--- config.mk ---
export PLATFORM = sky130hd
export DESIGN_NAME = wb_arbiter
export DESIGN_NICKNAME = d
export VERILOG_FILES = /design/src/rtl/wb_arbiter_pkg.sv /design/src/rtl/wb_fifo.sv /design/src/rtl/wb_arbiter.sv
export SDC_FILE = /design/constraint.sdc
export NUM_CORES = 1
export LEC_CHECK = 0
export ABC_AREA = 1
export CAP_MARGIN = 20
export CORE_MARGIN = 3
export CORE_UTILIZATION = 50
export CTS_CLUSTER_DIAMETER = 100
export DETAILED_ROUTE_END_ITERATION = 16
export GPL_TIMING_DRIVEN = 0
export PLACE_DENSITY = 0.79
export SLEW_MARGIN = 20
export SYNTH_ARGS = -nofsm -noshare
export SYNTH_HDL_FRONTEND = slang
export SYNTH_HIERARCHICAL = 1
export SYNTH_SLANG_ARGS = --single-unit
--- constraint.sdc ---
create_clock -name clk -period 5.1 [get_ports clk]
set_clock_uncertainty 0.1 [all_clocks]
set_input_delay 1.02 -clock clk [delete_from_list [all_inputs] [get_ports clk]]
set_output_delay 1.02 -clock clk [all_outputs]
set_load 0.02 [all_outputs]
--- src/rtl/wb_arbiter_pkg.sv ---
// Shared definitions for the writeback arbiter slice.
// Register-address width, zero register, default data width, select codes.
package wb_arbiter_pkg;

  localparam int REG_AW    = 5;
  localparam int WIDTH_DEF = 32;

  localparam logic [REG_AW-1:0] ZERO_REG = '0;

  typedef enum logic [1:0] {
    SEL_NONE,
    SEL_PIPE,
    SEL_LU
  } sel_e;

  function automatic logic is_live(input logic [REG_AW-1:0] r);
    return r != ZERO_REG;
  endfunction

endpackage

--- src/rtl/wb_fifo.sv ---
// Parameterised synchronous FIFO (power-of-2 depth, show-ahead head).
// Ports: clk, reset, push/din, pop/dout, full, empty, count.
module wb_fifo #(
  parameter int DW    = 37,
  parameter int DEPTH = 2
) (
  input  logic                       clk,
  input  logic                       reset,
  input  logic                       push,
  input  logic                       pop,
  input  logic [DW-1:0]              din,
  output logic [DW-1:0]              dout,
  output logic                       full,
  output logic                       empty,
  output logic [$clog2(DEPTH+1)-1:0] count
);

  localparam int AW = $clog2(DEPTH);
  localparam int CW = $clog2(DEPTH+1);

  localparam logic [CW-1:0] CMAX = CW'(DEPTH);
  localparam logic [CW-1:0] CONE = CW'(1);
  localparam logic [AW-1:0] AONE = AW'(1);

  logic [DW-1:0] mem [DEPTH];
  logic [AW-1:0] wr_ptr;
  logic [AW-1:0] rd_ptr;
  logic          do_push;
  logic          do_pop;

  assign full  = count == CMAX;
  assign empty = count == '0;
  assign dout  = mem[rd_ptr];

  // A push into a full FIFO is allowed only when the head leaves
  // in the same cycle.
  assign do_pop  = pop && !empty;
  assign do_push = push && (!full || do_pop);

  always_ff @(posedge clk) begin
    if (do_push) begin
      mem[wr_ptr] <= din;
    end
  end

  always_ff @(posedge clk) begin
    if (reset) begin
      wr_ptr <= '0;
      rd_ptr <= '0;
      count  <= '0;
    end else begin
      if (do_push) begin
        wr_ptr <= wr_ptr + AONE;
      end
      if (do_pop) begin
        rd_ptr <= rd_ptr + AONE;
      end
      unique case ({do_push, do_pop})
        2'b10:   count <= count + CONE;
        2'b01:   count <= count - CONE;
        default: count <= count;
      endcase
    end
  end

endmodule

--- src/rtl/wb_arbiter.sv ---
// Writeback arbiter: merges pipeline and long-latency results onto one
// regfile write port, tracks busy registers for decode hazards.
// Ports: clk, reset, pipe_*, lu_* (valid/ready), issue_*, rreg1/2,
//        hazard1/2, pipe_throttle, regwrite/wreg/wdata.
module wb_arbiter
  import wb_arbiter_pkg::*;
#(
  parameter int WIDTH      = WIDTH_DEF,
  parameter int NREG       = 32,
  parameter int QDEPTH     = 2,
  parameter int STARVE_MAX = 4
) (
  input  logic              clk,
  input  logic              reset,
  input  logic              pipe_regwrite,
  input  logic [REG_AW-1:0] pipe_wreg,
  input  logic [WIDTH-1:0]  pipe_wdata,
  input  logic              lu_valid,
  output logic              lu_ready,
  input  logic [REG_AW-1:0] lu_wreg,
  input  logic [WIDTH-1:0]  lu_wdata,
  input  logic              issue_valid,
  input  logic [REG_AW-1:0] issue_wreg,
  input  logic [REG_AW-1:0] rreg1,
  input  logic [REG_AW-1:0] rreg2,
  output logic              hazard1,
  output logic              hazard2,
  output logic              pipe_throttle,
  output logic              regwrite,
  output logic [REG_AW-1:0] wreg,
  output logic [WIDTH-1:0]  wdata
);

  localparam int EW = WIDTH + REG_AW;
  localparam int QCW = $clog2(QDEPTH+1);
  localparam int SW = $clog2(STARVE_MAX+1);

  localparam logic [SW-1:0] SMAX = SW'(STARVE_MAX);
  localparam logic [SW-1:0] SONE = SW'(1);
  localparam logic [QCW-1:0] QMAX = QCW'(QDEPTH);

  logic              pipe_win;
  logic              q_push;
  logic              q_pop;
  logic              q_full;
  logic              q_empty;
  logic [QCW-1:0]    q_count;
  logic [EW-1:0]     q_head;
  logic [REG_AW-1:0] head_wreg;
  logic [WIDTH-1:0]  head_wdata;
  sel_e              sel;
  logic              src_lu;
  logic [SW-1:0]     starve;
  logic [NREG-1:0]   busy;
  logic [NREG-1:0]   busy_nxt;
  logic              lu_commit;

  // Register 0 is never written, so such writes do not claim the port.
  assign pipe_win = pipe_regwrite && is_live(pipe_wreg);

  assign lu_ready = !q_full;
  assign q_push   = lu_valid && lu_ready && is_live(lu_wreg);
  assign q_pop    = sel == SEL_LU;

  wb_fifo #(
    .DW   (EW),
    .DEPTH(QDEPTH)
  ) u_fifo (
    .clk  (clk),
    .reset(reset),
    .push (q_push),
    .pop  (q_pop),
    .din  ({lu_wreg, lu_wdata}),
    .dout (q_head),
    .full (q_full),
    .empty(q_empty),
    .count(q_count)
  );

  assign head_wreg  = q_head[WIDTH +: REG_AW];
  assign head_wdata = q_head[WIDTH-1:0];

  // The pipeline cannot stall, so it always wins the port.
  always_comb begin
    sel = SEL_NONE;
    if (pipe_win) begin
      sel = SEL_PIPE;
    end else if (!q_empty) begin
      sel = SEL_LU;
    end
  end

  always_ff @(posedge clk) begin
    if (reset) begin
      regwrite <= 1'b0;
      wreg     <= '0;
      wdata    <= '0;
      src_lu   <= 1'b0;
    end else begin
      unique case (sel)
        SEL_PIPE: begin
          regwrite <= 1'b1;
          wreg     <= pipe_wreg;
          wdata    <= pipe_wdata;
          src_lu   <= 1'b0;
        end
        SEL_LU: begin
          regwrite <= 1'b1;
          wreg     <= head_wreg;
          wdata    <= head_wdata;
          src_lu   <= 1'b1;
        end
        default: begin
          regwrite <= 1'b0;
          src_lu   <= 1'b0;
        end
      endcase
    end
  end

  // Saturation also covers an upstream that ignores the throttle:
  // the pipeline keeps winning and the count simply holds.
  always_ff @(posedge clk) begin
    if (reset) begin
      starve <= '0;
    end else if (q_empty || q_pop) begin
      starve <= '0;
    end else if (pipe_win && starve != SMAX) begin
      starve <= starve + SONE;
    end
  end

  assign pipe_throttle = starve == SMAX;

  // The clear lands on the same edge the regfile commits the value,
  // so decode never needs a bypass from this stage.
  assign lu_commit = regwrite && src_lu;

  always_comb begin
    busy_nxt = busy;
    if (lu_commit) begin
      busy_nxt[wreg] = 1'b0;
    end
    if (issue_valid && is_live(issue_wreg)) begin
      busy_nxt[issue_wreg] = 1'b1;
    end
    busy_nxt[ZERO_REG] = 1'b0;
  end

  always_ff @(posedge clk) begin
    if (reset) begin
      busy <= '0;
    end else begin
      busy <= busy_nxt;
    end
  end

  assign hazard1 = busy[rreg1];
  assign hazard2 = busy[rreg2];

`ifndef SYNTHESIS
  logic clr_same;

  assign clr_same = lu_commit && wreg == issue_wreg;

  always_ff @(posedge clk) begin
    if (!reset) begin
      if (issue_valid && is_live(issue_wreg)) begin
        assert (!busy[issue_wreg] || clr_same)
          else $error("wb_arbiter: issue to busy r%0d", issue_wreg);
      end
      if (pipe_win) begin
        assert (!busy[pipe_wreg])
          else $error("wb_arbiter: WAW on busy r%0d", pipe_wreg);
      end
      assert (q_count <= QMAX)
        else $error("wb_arbiter: fifo count %0d", q_count);
    end
  end
`endif

endmodule

==> results by group, run 1 <==
Pwr
  • Int Pwr: 2468 uW
  • Reg power frac: 0.433
  • PwrDens: 357.7 nW/um2
  • Lkg Pwr: 0.003563 uW
  • Net switching power: 825.7 uW
  • Power share of the clock group: 0.401
  • Switching Fraction: 0.2507
  • Gate power share: 0.166
  • Total power: 3294 uW
  • Max IR drop VDD: 273.6 uV

Timing
  • Unrepaired setup endpoints after global routing: false
  • Fin. Hold Viols: 0
  • Fmax: 259.9 MHz
  • Fin Setup TNS: 0 ps
  • Post-route clock period utilization: 0.7545
  • Actual slew at the worst max-slew pin: 1008 ps
  • Slew headroom: 0.3229
  • Final setup vio count: 0
  • Final min period: 3848 ps
  • Pins Over Slew Limit: 0

Critical path
  • Reg2reg setup slack: 2470 ps
  • Setup crit end kind: output port
  • R2r worst-path depth: 12
  • Worst endpoint required time: 3980 ps
  • Crit path max fanout: 5
  • Crit Path Class: in -> out
  • Worst path arrival time: 2730 ps
  • R2r endpoint: u_fifo/mem[1][7]
  • Worst R2R Start: u_fifo/count[1]
  • Setup crit start kind: input port

Clocking
  • Clk sinks: 152
  • Clock root buffer: clkbuf_16
  • Cts hold-fix bufs: 0
  • Clk_lat worst skew: 420 ps
  • Post_cts resized: 0
  • Clock buffer depth: 2
  • CTS Buf Count: 17
  • Post-CTS Setup Inserts: 0
  • TritonCTS clock tree: built
  • # H-tree levels: 4
  • Clock slew at reported path FFs: 60 ps

Global route
  • GRT overflow: 0
  • Number of global-route vias before repair: 5603
  • Largest net degree at the start of global routing: 24
  • First-pass GRT wire length: 28020 um
  • All-Layer GR Usage: 0.2244
  • Initial antenna violation count: 1

Final layout
  • # diodes: 0
  • Fillcell total: 1087
  • FF/Latch Area: 3784 um2
  • Area taken by multi-input logic gates: 2815 um2
  • Share of cells above drive strength 1: 0.2002
  • Post-layout util: 0.6845
  • Synth-to-Final Area Change: 31.64%
  • Nets: 977

Synthesis
  • Post-synthesis xor/xnor area fraction: 0
  • Count leader, synth: nand2_1
  • Largest family of logic cells by synthesized area: simple AND/OR/NAND/NOR gates
  • Post-synthesis mux area share: 0.05956
  • Syn_area_per_cell: 9.596 um2
  • Synth Area in Simple Gates: 0.2273
  • Post-synthesis cell type count: 32
  • Post-synth EDFFs: 74
  • Compound-Gate Fraction of Synth Area: 0.1102
  • #FFs+latches synth: 152
  • Main area contributors after synthesis: edfxtp_1 32%, dfxtp_1 22%, nand2_1 11%
  • Synth Instances: 729
  • Synthesis Warnings: 6
  • Area leader, netlist: edfxtp_1
  • Most used DFF post-synth: dfxtp_1
  • Commonest cells post-synth: 208 x nand2_1, 78 x dfxtp_1, 74 x edfxtp_1
  • Adder-Cell Fraction of Synth Area: 0.003577
  • Post-synthesis async set-or-reset flop share: 0
  • Top-area cell type share of the netlist area: 0.3177
  • Synthesized area: 6995 um2
  • Register area share after synthesis: 0.5409
  • Post-Syn Nets: 825

Floorplan
  • DIE WIDTH: 124.3 um
  • I/O pin total: 136
  • Row cnt: 42
  • Core Region: 13450 um2
  • Die ar.: 15450 um2
  • Initial Util: 0.5200
  • Die height: 124.3 um

Routing
  • Drt first pass iters: 6
  • DR vias/cell: 5.327
  • Starting DRT DRC Count: 441
  • Wire per inst: 16.27 um
  • Residual DRC: 0
  • Via count: 5700
  • Post-route ant nets: 0
  • Detailed Route WL: 17410 um

Run
  • Max-capacitance violation count: 0

Placement
  • Count of input and output buffers: 131
  • Post-DP HPWL: 12370 um
  • Final GP Congestion: 0.9042

Worst hold path
  • Worst min-delay path startpoint: wdata[7]
  • Hold depth: 2
  • Worst hold endpoint: wdata[7]
  • Worst hold path class: reg -> reg

Run status
  • Status: completed
==> per-stage QoR <==
stage / cell area, um2 / hold slack (ps) / setup slack [ps] / std cells
3_5_place_dp: 8587 / 340.0 / 1279 / 1038
5_1_grt: 9209 / 371.2 / 1169 / 1070
4_1_cts: 9209 / 353.2 / 1273 / 1070
6_report: 9209 / 350.6 / 1252 / 1070
3_3_place_gp: 8527 / 336.3 / -559.3 / 1036
2_1_floorplan: 6995 / 349.6 / 1166 / 729
==> state kept, by name, indices dropped and copies added, names as in the netlist, named ones only <==
name,count
u_fifo/mem,74
src_lu,1
wreg,5
wdata,32
u_fifo/rd_ptr,1
regwrite,1
u_fifo/wr_ptr,1
starve,3
busy,31
u_fifo/count,2
==> worst max-delay path by stage <==
stage,start,end
6_report,rreg1[2],hazard1
5_1_grt,rreg1[2],hazard1
3_3_place_gp,pipe_wreg[2],u_fifo/mem[0][8]
2_1_floorplan,pipe_wreg[0],u_fifo/mem[0][0]
4_1_cts,rreg1[2],hazard1
3_5_place_dp,rreg1[2],hazard1
==> kinds of logic (layout without fill, tap and decap cells) <==
logic type | count (synthesis) | after routing
AO/OA/AOI/OAI | 105 | 105
adder cells (fa/ha/maj) | 2 | 2
buffers and inverters | 81 | 246
flip-flops | 152 | 152
multiplexers | 37 | 37
AND/OR/NAND/NOR | 352 | 352
==> metal layers <==
layer | track usage | part of all wire | vias up
met1 | 0.2882 | 0.44 | 2634
met2 | 0.3642 | 0.47 | 223
li1 | - | - | 2799
met5 | 0 | 0.00069 | -
met4 | 0.09284 | 0.028 | 2
met3 | 0.05489 | 0.067 | 42
==> power groups by stage <==
stage / clock [uW] / sequential [uW] / combinational [uW]
4_1_cts: 1330 / 1430 / 553
3_3_place_gp: 0 / 1450 / 533
3_5_place_dp: 0 / 1450 / 549
5_1_grt: 1380 / 1440 / 589
6_report: 1320 / 1430 / 548
2_1_floorplan: 0 / 1490 / 256
==> area by class of cell <==
type	count	area share
flip-flops and latches	152	0.4109
multi-input cells	496	0.3057
repair buffers	133	0.1476
clock buffers	20	0.04851
well taps	176	0.02391
plain buffers	30	0.02364
inverters	51	0.02079
clock inverters	12	0.01902
==> worst max-delay path, stage by stage <==
cell and delay [ps]:
clkdlybuf4s50_1 600, inv_1 150, nand3_1 110, nand3_1 80, nand2_1 80, nand2_1 50
nand2_1 50, clkdlybuf4s50_1 590
==> cell usage in the layout (no fill, tap or decap), types with 2 or more instances in the layout <==
master           synthesis  final
nor2_4                   1      3
o211ai_1                 3      3
buf_4                    8      8
buf_2                    9      9
inv_1                   46     46
o211ai_2                29     29
nand2_1                208    208
nor3_1                  11     11
nand3_2                  3      3
a21oi_1                 36     36
clkbuf_16                0     17
nand2_4                  2      2
clkbuf_1                 5      7
o21ai_0                 33     33
clkdlybuf4s50_1          0    131
nand2_2                  4      4
clkinv_2                 0      3
buf_6                    7      7
dfxtp_1                 78     78
or2_2                   32     32
ha_1                     2      2
nor3_2                   4      4
nor2_1                  11     10
mux2_2                  37     37
bufinv_16                0      4
inv_2                    5      5
clkinvlp_4               0      3
nand3_1                 73     73
edfxtp_1                74     74
(Power assumes the default switching activity.)
==> run 2: changes to the inputs <==
- CORE_UTILIZATION: 50 -> 47
- PLACE_DENSITY: 0.79 -> 0.78
- clock period: 5.1 -> 3.1 ns (I/O delays scaled with it)
==> run 2 against run 1 <==
  * Sequential cell count unchanged
  * Final area rose by 0.39%
  * Routed wire length is 1.0% higher
  * Clock power grew 75%
  * Total power rose by 69%
  * Sequential share of layout area fell by 0.16 points
  * Highest routed layer is now met4
==> results by group, run 2 (same netlist as run 1, synthesis figures left out) <==
Run status
  • Status: completed

Final layout
  • Reg with most FFs: u_fifo/mem
  • Max reg flops: 74
  • Most common cell after layout, fill and taps aside: nand2_1
  • Fin area: 9245 um2
  • Area taken by multi-input logic gates: 2815 um2
  • Most frequent cells in the layout: 208 x nand2_1, 130 x clkdlybuf4s50_1, 78 x dfxtp_1
  • Synth-to-Final Area Change: 32.16%
  • FF/Latch Area: 3784 um2
  • Nets: 977
  • Share of cells above drive strength 1: 0.1980
  • Top flop regs: u_fifo/mem: 74 flops, wdata: 32 flops, busy: 31 flops
  • Fillcell total: 1151

Placement
  • Cell area after placement: 8584 um2
  • Post-Place Setup Slack: -121.7 ps
  • Post-DP HPWL: 12410 um
  • Count of input and output buffers: 131
  • Final GP Congestion: 0.8712

Routing
  • Via count: 5631
  • Residual DRC: 0
  • Starting DRT DRC Count: 526
  • Detailed Route WL: 17580 um
  • DR vias/cell: 5.238
  • Drt first pass iters: 5
  • Post-route ant nets: 0
  • Wire per inst: 16.35 um

Critical path
  • Worst endpoint required time: 2380 ps
  • Setup crit end kind: output port
  • Crit path max fanout: 5
  • Setup crit start kind: input port
  • Crit Path Class: in -> out
  • Worst path arrival time: 2270 ps

Global route
  • First-pass GRT wire length: 28220 um
  • Initial antenna violation count: 1
  • Number of global-route vias before repair: 5630
  • Largest net degree at the start of global routing: 25
  • GRT overflow: 0
  • All-Layer GR Usage: 0.2197

Clocking
  • Clk sinks: 152
  • Clock root buffer: clkbuf_16
  • Post_cts resized: 0
  • Clock buffer depth: 2
  • Cts hold-fix bufs: 0
  • Post-CTS Setup Inserts: 0
  • # H-tree levels: 4
  • Clock slew at reported path FFs: 60 ps
  • CTS Buf Count: 17
  • Clk_lat worst skew: 420 ps
  • TritonCTS clock tree: built

Timing
  • Pins Over Slew Limit: 0
  • Final setup vio count: 0
  • Setup slack after layout: 106.8 ps
  • Fmax: 334.1 MHz
  • Unrepaired setup endpoints after global routing: false
  • Final min period: 2993 ps
  • Actual slew at the worst max-slew pin: 911.0 ps
  • Slew headroom: 0.3880
  • Fin. Hold Viols: 0
  • Post-route clock period utilization: 0.9656

Worst hold path
  • Worst hold path class: reg -> reg

Floorplan
  • Die ar.: 16380 um2
  • Initial Util: 0.4925
  • I/O pin total: 136
  • Core Region: 14200 um2
  • Die height: 128 um
  • Row cnt: 43
  • DIE WIDTH: 128 um

Pwr
  • Max IR drop VDD: 476.5 uV
  • PwrDens: 600.9 nW/um2
  • Lkg Pwr: 0.003595 uW

Run
  • Max-capacitance violation count: 0
==> run 2: power breakdown <==
| group | switching, uW | internal [uW] | total (uW) |
|---|---|---|---|
| clock | 805 | 1500 | 2310 |
| sequential | 71.9 | 2280 | 2350 |
| combinational | 484 | 416 | 899 |
==> run 2: worst max-delay path, cell delays in order <==
cell             delay [ps]
clkdlybuf4s50_1         540
inv_2                   150
nand3_1                  90
nand2_1                  90
nand2_1                  60
nand2_1                  50
nand2_1                  40
nand2_1                  50
clkdlybuf4s50_1         590
==> run 2: worst paths after layout <==
path,startpoint,endpoint,slack [ps],depth (start not counted)
setup reg to reg,u_fifo/count[1],u_fifo/mem[1][8],500,12
hold reg to reg,wdata[7],wdata[7],350,2
setup / recovery,rreg2[2],hazard2,110,9
hold / removal,wdata[7],wdata[7],350,2
==> run 2: per-layer routing <==
layer	global-route usage	share of wire
met1	0.2826	0.43
met2	0.3657	0.49
met3	0.04708	0.065
met4	0.08052	0.016
met5	0	0
==> run 2: through the flow <==
step / power (uW) / setup TNS [ps] / util / hold slack, ps / instances
detailed placement: 3287 / -4880 / 0.6044 / 337.7 / 1042
global placement: 3263 / -81800 / 0.6009 / 336.9 / 1040
CTS: 5585 / 0 / 0.6505 / 353.3 / 1074
finish: 5556 / 0 / 0.6509 / 350.2 / 1075
global route: 5755 / 0 / 0.6509 / 363.9 / 1075
floorplan: 2879 / 0 / - / 349.6 / 729
==> run 2: final cells by class <==
class / instances / area share
tap: 180 / 0.02436
timing repair buffer: 133 / 0.1464
sequential: 152 / 0.4093
clock inverter: 14 / 0.02450
clock buffer: 18 / 0.04642
antenna: 1 / 0.0002707
buffer: 30 / 0.02355
inverter: 51 / 0.02071
multi-input combinational: 496 / 0.3045
==> run 3: changes to the inputs <==
- CELL_PAD_IN_SITES_DETAIL_PLACEMENT: not set -> 0
- CELL_PAD_IN_SITES_GLOBAL_PLACEMENT: not set -> 1
- CORE_UTILIZATION: 47 -> 36
- PLACE_DENSITY: 0.78 -> 0.79
==> run 3 against run 2 <==
  * First-iteration DRC count fell by 42%
  * Combinational power increased by 1%
  * Die area grew 29%
  * Global-route usage is 4.4 points lower
  * Clock power fell by 12%
  * Critical path type unchanged
  * Sequential share of layout area shrank 0.15 points
  * Maximum frequency about the same
  * Via count decreased by 1.1%
  * Final area is 0.38% higher
  * Cell count rose by 7.3%
  * Worst setup slack about the same
  * Register-to-register slack worse by 90 ps
==> results by group, run 3 (same netlist as run 1, synthesis figures left out) <==
Placement
  • Final GP Congestion: 0.8308
  • Cell area after placement: 8700 um2
  • Post-DP HPWL: 13420 um
  • Count of input and output buffers: 131

Timing
  • Actual slew at the worst max-slew pin: 832.4 ps
  • Final min period: 2993 ps
  • Pins Over Slew Limit: 0
  • Fin. Hold Viols: 0
  • Slew headroom: 0.4408
  • Final setup vio count: 0
  • Unrepaired setup endpoints after global routing: false
  • Fmax: 334.1 MHz
  • Post-route clock period utilization: 0.9656

Floorplan
  • Die ar.: 21140 um2
  • Die height: 145.4 um
  • Core Region: 18890 um2
  • Row cnt: 50
  • Initial Util: 0.3703
  • I/O pin total: 136
  • DIE WIDTH: 145.4 um

Global route
  • GRT overflow: 0
  • Initial antenna violation count: 0
  • First-pass GRT wire length: 29400 um
  • All-Layer GR Usage: 0.1754
  • Largest net degree at the start of global routing: 21
  • Number of global-route vias before repair: 5499

Critical path
  • Crit Path Class: in -> out
  • CP peak stage delay: 590 ps
  • Worst endpoint required time: 2380 ps
  • Setup crit end kind: output port
  • Worst path cell trace: clkdlybuf4s50_1, inv_2, nand3_1, nand2_1, nand2_1, nand2_1, nand2_1, nand2_1, clkdlybuf4s50_1
  • Delay-heaviest family, CP: buffers and inverters
  • Crit path max fanout: 5
  • Most used cell, CP: nand2_1
  • Slowest stage cell, crit path: clkdlybuf4s50_1
  • Worst path arrival time: 2270 ps
  • Bufs and invs on worst path: 3
  • Setup crit start kind: input port

Clocking
  • Clk_lat worst skew: 430 ps
  • Clock buffer depth: 2
  • CTS Buf Count: 17
  • # H-tree levels: 4
  • TritonCTS clock tree: built
  • Clock slew at reported path FFs: 60 ps
  • Clk sinks: 152
  • Clock root buffer: clkbuf_16

Pwr
  • Max IR drop VDD: 413.8 uV
  • PwrDens: 570.0 nW/um2
  • Total power: 5290 uW
  • Lkg Pwr: 0.003556 uW

Final layout
  • # diodes: 0
  • Fin area: 9280 um2
  • Synth-to-Final Area Change: 32.66%
  • Nets: 977
  • Most common cell after layout, fill and taps aside: nand2_1
  • Most frequent cells in the layout: 208 x nand2_1, 130 x clkdlybuf4s50_1, 78 x dfxtp_1
  • Max reg flops: 74
  • Reg with most FFs: u_fifo/mem
  • Top flop regs: u_fifo/mem: 74 flops, wdata: 32 flops, busy: 31 flops
  • Share of cells above drive strength 1: 0.2036

Routing
  • Starting DRT DRC Count: 305
  • Drt first pass iters: 5
  • Wire per inst: 15.98 um
  • Residual DRC: 0
  • Post-route ant nets: 0
  • Detailed Route WL: 18440 um
  • Via count: 5570
  • DR vias/cell: 4.827

Run status
  • Status: completed

Worst hold path
  • Worst hold path class: reg -> reg

Run
  • Max-capacitance violation count: 0
-- run 3: cell count changes in the layout (fill, tap and decap cells not counted), sizes merged --
cell and delta:
inv +5, clkinvlp +3, diode -1, bufinv -5, clkinv -3
-- run 3: layout make-up --
class | instances | area, um2
Fill cell | 1839 | 9613
Sequential cell | 152 | 3784
Multi-Input combinational cell | 496 | 2815
Timing Repair Buffer | 133 | 1369
Clock buffer | 18 | 439.2
Tap cell | 260 | 325.3
Buffer | 30 | 217.7
Inverter | 51 | 191.4
Clock inverter | 14 | 138.9
-- run 3: worst min-delay path, stage by stage (launching register included) --
cell,delay (ps)
dfxtp_1,310
nand2_1,60
nand2_1,40
-- run 3: final timing paths --
kind                                 startpoint          endpoint  slack (ps)  cells after the start
worst max-delay path                   rreg1[2]           hazard1         110                      9
worst min-delay path                   wdata[4]          wdata[4]         350                      2
worst max register to register  u_fifo/count[0]  u_fifo/mem[1][5]         410                     12
worst min register to register         wdata[4]          wdata[4]         350                      2
-- run 3: metrics by stage --
stage / util / hold slack [ps] / std cells / TNS (ps) / setup slack [ps]
final: 0.4912 / 350.9 / 1154 / 0 / 106.8
after floorplan: - / 349.6 / 729 / 0 / 151.0
after global routing: 0.4912 / 370.5 / 1154 / 0 / 7.172
after detailed placement: 0.4605 / 343.1 / 1122 / -13840 / -288.6
after global placement: 0.4570 / 336.5 / 1120 / -88360 / -1209
after CTS: 0.4911 / 354.5 / 1154 / 0 / 73.28
-- run 3: power by group --
| part | total [uW] | switching (uW) | internal [uW] | leakage [uW] |
|---|---|---|---|---|
| registers | 2350 | 73.2 | 2280 | 0.00133 |
| logic | 908 | 489 | 420 | 0.00195 |
| clock network | 2030 | 887 | 1150 | 0.000278 |
-- run 3: what timing repair did --
item	4_1_cts	5_1_grt
buffers inserted	0	0
hold buffers	0	0
gates resized for setup	0	2
setup endpoints to repair	0	2
-- run 3: metal layers --
metal / vias up / track usage / part of all wire
met1: 2601 / 0.2370 / 0.47
li1: 2796 / - / -
met5: - / 0 / 0
met4: 0 / 0.05888 / 0.021
met2: 146 / 0.2760 / 0.46
met3: 27 / 0.04547 / 0.046
